### config.mk
export PLATFORM = sky130hd
export DESIGN_NAME = mp_add_ctrl
export DESIGN_NICKNAME = d
export VERILOG_FILES = /design/src/rtl/mp_add_ctrl_pkg.sv /design/src/rtl/mp_add_ctrl_add16.sv /design/src/rtl/mp_add_ctrl.sv
export SDC_FILE = /design/constraint.sdc
export NUM_CORES = 1
export LEC_CHECK = 0
export CAP_MARGIN = 30
export CELL_PAD_IN_SITES_DETAIL_PLACEMENT = 1
export CELL_PAD_IN_SITES_GLOBAL_PLACEMENT = 1
export CORE_MARGIN = 1
export CORE_UTILIZATION = 45
export CTS_CLUSTER_SIZE = 16
export DETAILED_ROUTE_END_ITERATION = 8
export PLACE_DENSITY = 0.89
export SYNTH_ARGS = -nofsm -noshare
export SYNTH_HDL_FRONTEND = slang
export SYNTH_HIERARCHICAL = 1
export SYNTH_SLANG_ARGS = --single-unit
### constraint.sdc
create_clock -name clk -period 11.4 [get_ports clk]
set_input_delay 2.28 -clock clk [delete_from_list [all_inputs] [get_ports clk]]
set_output_delay 2.28 -clock clk [all_outputs]
set_load 0.005 [all_outputs]
### src/rtl/mp_add_ctrl_pkg.sv
// Shared definitions for the multi-precision add/subtract controller:
// datapath word width, FSM state encoding and the overflow helper.
package mp_add_ctrl_pkg;

    // Width of the single time-shared adder and of every operand word.
    localparam int WORD_W = 16;

    typedef enum logic [1:0] {
        ST_IDLE = 2'd0,
        ST_ADD  = 2'd1,
        ST_DONE = 2'd2
    } state_t;

    // Two's-complement overflow: both operands share a sign that the
    // result does not. The B input is passed already inverted for subtraction.
    function automatic logic calc_ovf(input logic a_msb, input logic b_msb,
                                      input logic r_msb);
        return (a_msb == b_msb) && (r_msb != a_msb);
    endfunction

endpackage

### src/rtl/mp_add_ctrl_add16.sv
// 16-bit ripple adder with carry-in and carry-out; the controller reuses
// this one instance for every word of the wide operation.
module add16_cin
    import mp_add_ctrl_pkg::*;
(
    input  logic [WORD_W-1:0] a,
    input  logic [WORD_W-1:0] b,
    input  logic              cin,
    output logic [WORD_W-1:0] sum,
    output logic              cout
);

    logic [WORD_W:0] w_full;

    // Widen by one bit so the carry-out falls out of the addition.
    assign w_full = {1'b0, a} + {1'b0, b} + {{WORD_W{1'b0}}, cin};
    assign sum    = w_full[WORD_W-1:0];
    assign cout   = w_full[WORD_W];

endmodule

### src/rtl/mp_add_ctrl.sv
// Multi-precision adder/subtractor. Operands of N_WORDS 16-bit words are
// processed LSW first through one shared 16-bit adder, one word per cycle.
// Results and flags are registered and held until the next done pulse.
module mp_add_ctrl
    import mp_add_ctrl_pkg::*;
#(
    parameter int N_WORDS = 4
) (
    input  logic                      clk,
    input  logic                      rst_n,
    input  logic                      start,
    input  logic                      op_sub,
    input  logic [WORD_W*N_WORDS-1:0] a,
    input  logic [WORD_W*N_WORDS-1:0] b,
    output logic                      busy,
    output logic                      done,
    output logic [WORD_W*N_WORDS-1:0] sum,
    output logic                      cout,
    output logic                      zero,
    output logic                      sign,
    output logic                      parity,
    output logic                      overflow
);

    localparam int W       = WORD_W * N_WORDS;
    localparam int CNT_W   = (N_WORDS > 1) ? $clog2(N_WORDS) : 1;
    localparam int TOP_LSB = (N_WORDS - 1) * WORD_W;
    localparam logic [CNT_W-1:0] K_LAST = CNT_W'(N_WORDS - 1);

    state_t            r_state;
    logic [W-1:0]      r_a;
    logic [W-1:0]      r_b;        // B already inverted when subtracting
    logic [W-1:0]      r_work;
    logic              r_carry;
    logic [CNT_W-1:0]  r_k;
    logic              r_busy;
    logic              r_done;
    logic [W-1:0]      r_sum;
    logic              r_cout;
    logic              r_zero;
    logic              r_sign;
    logic              r_parity;
    logic              r_overflow;

    logic [WORD_W-1:0] w_a_word;
    logic [WORD_W-1:0] w_b_word;
    logic [WORD_W-1:0] w_add_sum;
    logic              w_add_cout;
    logic [W-1:0]      w_final;

    assign w_a_word = r_a[r_k*WORD_W +: WORD_W];
    assign w_b_word = r_b[r_k*WORD_W +: WORD_W];

    add16_cin u_add16 (
        .a    (w_a_word),
        .b    (w_b_word),
        .cin  (r_carry),
        .sum  (w_add_sum),
        .cout (w_add_cout)
    );

    // Full result as it will look once the top word is written, so the
    // outputs can load in the same edge that computes the last word.
    always_comb begin
        w_final = r_work;
        w_final[TOP_LSB +: WORD_W] = w_add_sum;
    end

    // Controller FSM, working registers and registered result outputs.
    always_ff @(posedge clk or negedge rst_n) begin
        if (!rst_n) begin
            r_state    <= ST_IDLE;
            r_a        <= '0;
            r_b        <= '0;
            r_work     <= '0;
            r_carry    <= 1'b0;
            r_k        <= '0;
            r_busy     <= 1'b0;
            r_done     <= 1'b0;
            r_sum      <= '0;
            r_cout     <= 1'b0;
            r_zero     <= 1'b0;
            r_sign     <= 1'b0;
            r_parity   <= 1'b0;
            r_overflow <= 1'b0;
        end else begin
            r_done <= 1'b0;
            case (r_state)
                // DONE behaves like IDLE for acceptance, enabling back-to-back ops.
                ST_IDLE, ST_DONE: begin
                    if (start) begin
                        r_a     <= a;
                        r_b     <= op_sub ? ~b : b;
                        r_carry <= op_sub;
                        r_k     <= '0;
                        r_busy  <= 1'b1;
                        r_state <= ST_ADD;
                    end else begin
                        r_state <= ST_IDLE;
                    end
                end
                ST_ADD: begin
                    r_work[r_k*WORD_W +: WORD_W] <= w_add_sum;
                    r_carry <= w_add_cout;
                    if (r_k == K_LAST) begin
                        r_k        <= '0;
                        r_busy     <= 1'b0;
                        r_done     <= 1'b1;
                        r_state    <= ST_DONE;
                        r_sum      <= w_final;
                        r_cout     <= w_add_cout;
                        r_zero     <= (w_final == '0);
                        r_sign     <= w_final[W-1];
                        r_parity   <= ~^w_final;
                        r_overflow <= calc_ovf(r_a[W-1], r_b[W-1], w_add_sum[WORD_W-1]);
                    end else begin
                        r_k <= r_k + 1'b1;
                    end
                end
                default: r_state <= ST_IDLE;
            endcase
        end
    end

    assign busy     = r_busy;
    assign done     = r_done;
    assign sum      = r_sum;
    assign cout     = r_cout;
    assign zero     = r_zero;
    assign sign     = r_sign;
    assign parity   = r_parity;
    assign overflow = r_overflow;

endmodule

==> results <==
- After floorplanning, the core was divided into 59 placement rows.
- The worst path needs 5.53 ns of the cycle, external delays included.
- The clock passes through at most 3 buffers.
- Setup repair after global routing left no endpoint under its margin.
- The post-route netlist has 7.38% of its cells at a drive strength greater than 1.
- The average wire length per cell after detail routing is 21.4 um.
- Of all cell types, the one taking the most synthesized area is dfrtp_1.
- The wire-length estimate of the detail-placed layout is 25.8 mm.
- The later pin in the worst-skew pair is clocked with a latency of 0.55 ns.
- The via count of the routed design is 9,491.
- The routability congestion estimate is 0.861.
- The sort of element at the start of the critical path is a flop.
- The most frequently used cell type in the post-synthesis netlist is nand2_1.
- The sequential fraction of the synthesis area is 51.4%.
- The data arrival time of the critical path is 5.92 ns.
- The setup slack at placement is 5.91 ns.
- The number of global-route vias before repair was 10,570.
- The first TritonRoute pass finished after 4 iterations.
- The cell area after synthesis is 0.0122 sq mm.
- The critical path required time is 11.78 ns.
- Clock-pin slew was measured on the worst setup and hold paths at 0.06 ns.
- The classification of the worst-slack hold path is flop to flop.
- Of all flip-flops after synthesis, the portion carrying an async set or reset was 100%.
- The final routed DRC violation total is 0.
- In this run, synthesis inferred 0 flip-flops with an integrated enable.
- The number of buffers added to fix hold violations after cts is 0.
- The worst setup path is of the flop to flop kind.
- On the worst path, the slowest cell contributes a delay of 0.62 ns.
- The number of I/O pins is 203.
- The most numerous cell type found on the critical path is xnor2_1.
- The routed via count divided by cell count is 5.52.
- The first global-routing pass estimated 58.3 mm of wire.
- The worst slew margin relative to its limit is 31.5%.
- Across the run, the number of max-cap violations was 0.
- Sorting the synthesized cells by area gives the leading types as dfrtp_1 51%, nand2_1 10%, xnor2_1 7.0%.
- The number of nets handed over by synthesis was 1,378.
- The first routing iteration left 673 violations.
- The signal on the critical path passes through buf_4 -> mux4_2 -> fa_1 -> fa_1 -> a21o_1 -> a221oi_4 -> o21ai_2 -> a31oi_4 -> xnor2_1 -> inv_1 -> ha_1 -> xor2_1 -> xnor2_1 -> xnor2_1 -> xnor2_1 -> xnor2_1 -> o21ai_0.
- The worst setup path is captured at a flop.
- The number of pins with negative max-slew slack in the final report was 0.
- The clock drives 251 sinks.
- Static timing analysis puts the maximum clock frequency at 0.181 GHz.
- The area of the die is 0.0278 sq mm.
- The die is 167 um tall.
- After synthesis, the largest area contributor takes up 51.4% of total cell area.
- The cell family contributing the most delay on the critical path is adder cells.
- The run finished with clean final reports.
- The total clock buffers created by CTS is 27.
- A synthesized cell averages 10.2 sq um.
- The number of buffer cells added on primary ports is 202.
- The root buffer cell is clkbuf_16.
- Clock skew on the completed layout was measured at 0.0150 ns.
- The die boundary width is 167 um.
- The relative area change from synthesis to final layout is 26.0%.
- The count of final hold-check violations is 0.
- In this run the post-CTS setup repair buffer count came out at 0.
- The number of antenna repair diodes is 0.
- The total area inside the core boundary comes to 0.0264 sq mm.
- The count of nets left with antenna violations once routing finished came out at 0.
- Entering global routing, the biggest net connects 123 pins.
- The final number of setup-violating endpoints is 0.
- CTS built an H-tree with a depth of 1.
- The Yosys step of the flow raised 6 warnings.
- After synthesis the netlist holds a flip-flop and latch count of 251.
- Synthesis handed over a netlist of 1,192 instances.
- TritonCTS built the clock tree.
- The worst-path cell with the longest stage delay is dfrtp_2.
- The post-route worst setup slack is 5.87 ns.
- The critical path contains buffers and inverters numbering 2 combined.
- At the pin with the least slew margin, the transition time is 1.02 ns.
- The total routed wirelength is 36.7 mm.
- The number of antenna violations at the first check in global routing is 1.
- The biggest fanout along the worst timing path is 27.
- The initial utilization of the core area, before any placement, comes to 46.3%.
- The setup TNS is 0 ns.
- Counting distinct cell types in the post-synthesis netlist gives 44.
- The number of gates resized after CTS was 0.
- The layout net count is 1,550.
- Among all flip-flop cells after synthesis, the most frequent one is dfrtp_1.
- The period utilization is 48.5%.
- The aggregate global-route resource usage is 27.0%.
- Ranked by instance count, the synthesized netlist is headed by 335 x nand2_1, 251 x dfrtp_1, 136 x o21ai_0.
- The global route total overflow is 0.
## per-layer routing
layer	routed length, um	global-route usage [%]
met1	14900	33.1
met2	18400	47.3
met3	2060	5.06
met4	1310	10.2
met5	16	0
## cells in the final DEF, fill, tap and decap left out, types with 5 or more instances in the layout
cell type	count
nand2_1	334
buf_4	8
ha_1	52
dfrtp_1	250
xor2_1	10
clkbuf_16	27
a22o_1	48
clkdlybuf4s50_1	200
inv_1	71
o21ai_0	136
a21oi_1	16
clkbuf_1	5
a21o_1	6
mux4_2	32
nand3_1	5
xnor2_1	98
nor2_1	8
clkbuf_8	5
clkinv_2	6
nand4_1	11
## flip-flops by register name, indices dropped and copies added (netlist names)
name      flops
parity        1
done          1
r_work       48
r_b          64
r_state       2
r_k           2
cout          1
zero          1
r_carry       1
busy          1
sum          64
overflow      1
r_a          64
## worst paths after layout
kind                         start  endpoint  slack, ns  cells after the start
hold / removal             sum[35]   sum[35]       0.48                      2
hold reg to reg            sum[35]   sum[35]       0.48                      2
min in group asynchronous    rst_n   sum[15]       1.79                      1
setup reg to reg            r_k[0]    parity       5.87                     17
max in group asynchronous    rst_n   r_b[18]       8.17                      2
setup / recovery            r_k[0]    parity       5.87                     17
## area by class of cell
class	count	area [sq um]
fillers	2820	11000
flip-flops and latches	251	6280
multi-input cells	802	5380
repair buffers	211	2130
clock buffers	37	763
well taps	335	419
inverters	71	267
clock inverters	11	136
## metrics by stage
stage	utilization (%)	cells	instance area [sq um]	hold WS [ns]
after global routing	58.4	1718	15400	0.499
after global placement	54.7	1668	14400	0.455
after floorplan	-	1192	12200	0.440
after CTS	58.2	1716	15300	0.482
after detailed placement	54.7	1668	14400	0.463
final	58.4	1718	15400	0.478
## worst reg2reg max path: cells and delay by family, from the launching register on
kind	cells	cell delay, ns
muxes	1	0.62
adders and majority gates	3	1.23
AOI/OAI and AO/OA	5	1.11
DFF	1	0.62
xor gates and xnor gates	6	1.09
buffers and inverters	2	0.69
## cell families (layout without fill, tap and decap cells)
kind of cell,after synthesis,in the layout,share of synthesized area [%]
AO/OA/AOI/OAI,226,226,11.6
XOR/XNOR,108,108,7.75
adder cells (fa/ha/maj),54,54,5.66
buffers and inverters,139,330,4.67
flip-flops,251,251,51.4
multiplexers,36,36,6.24
AND/OR/NAND/NOR,378,378,12.7
Power is not shown: default switching activity piles up to over one toggle a cycle in this logic, so the estimate is an artifact.
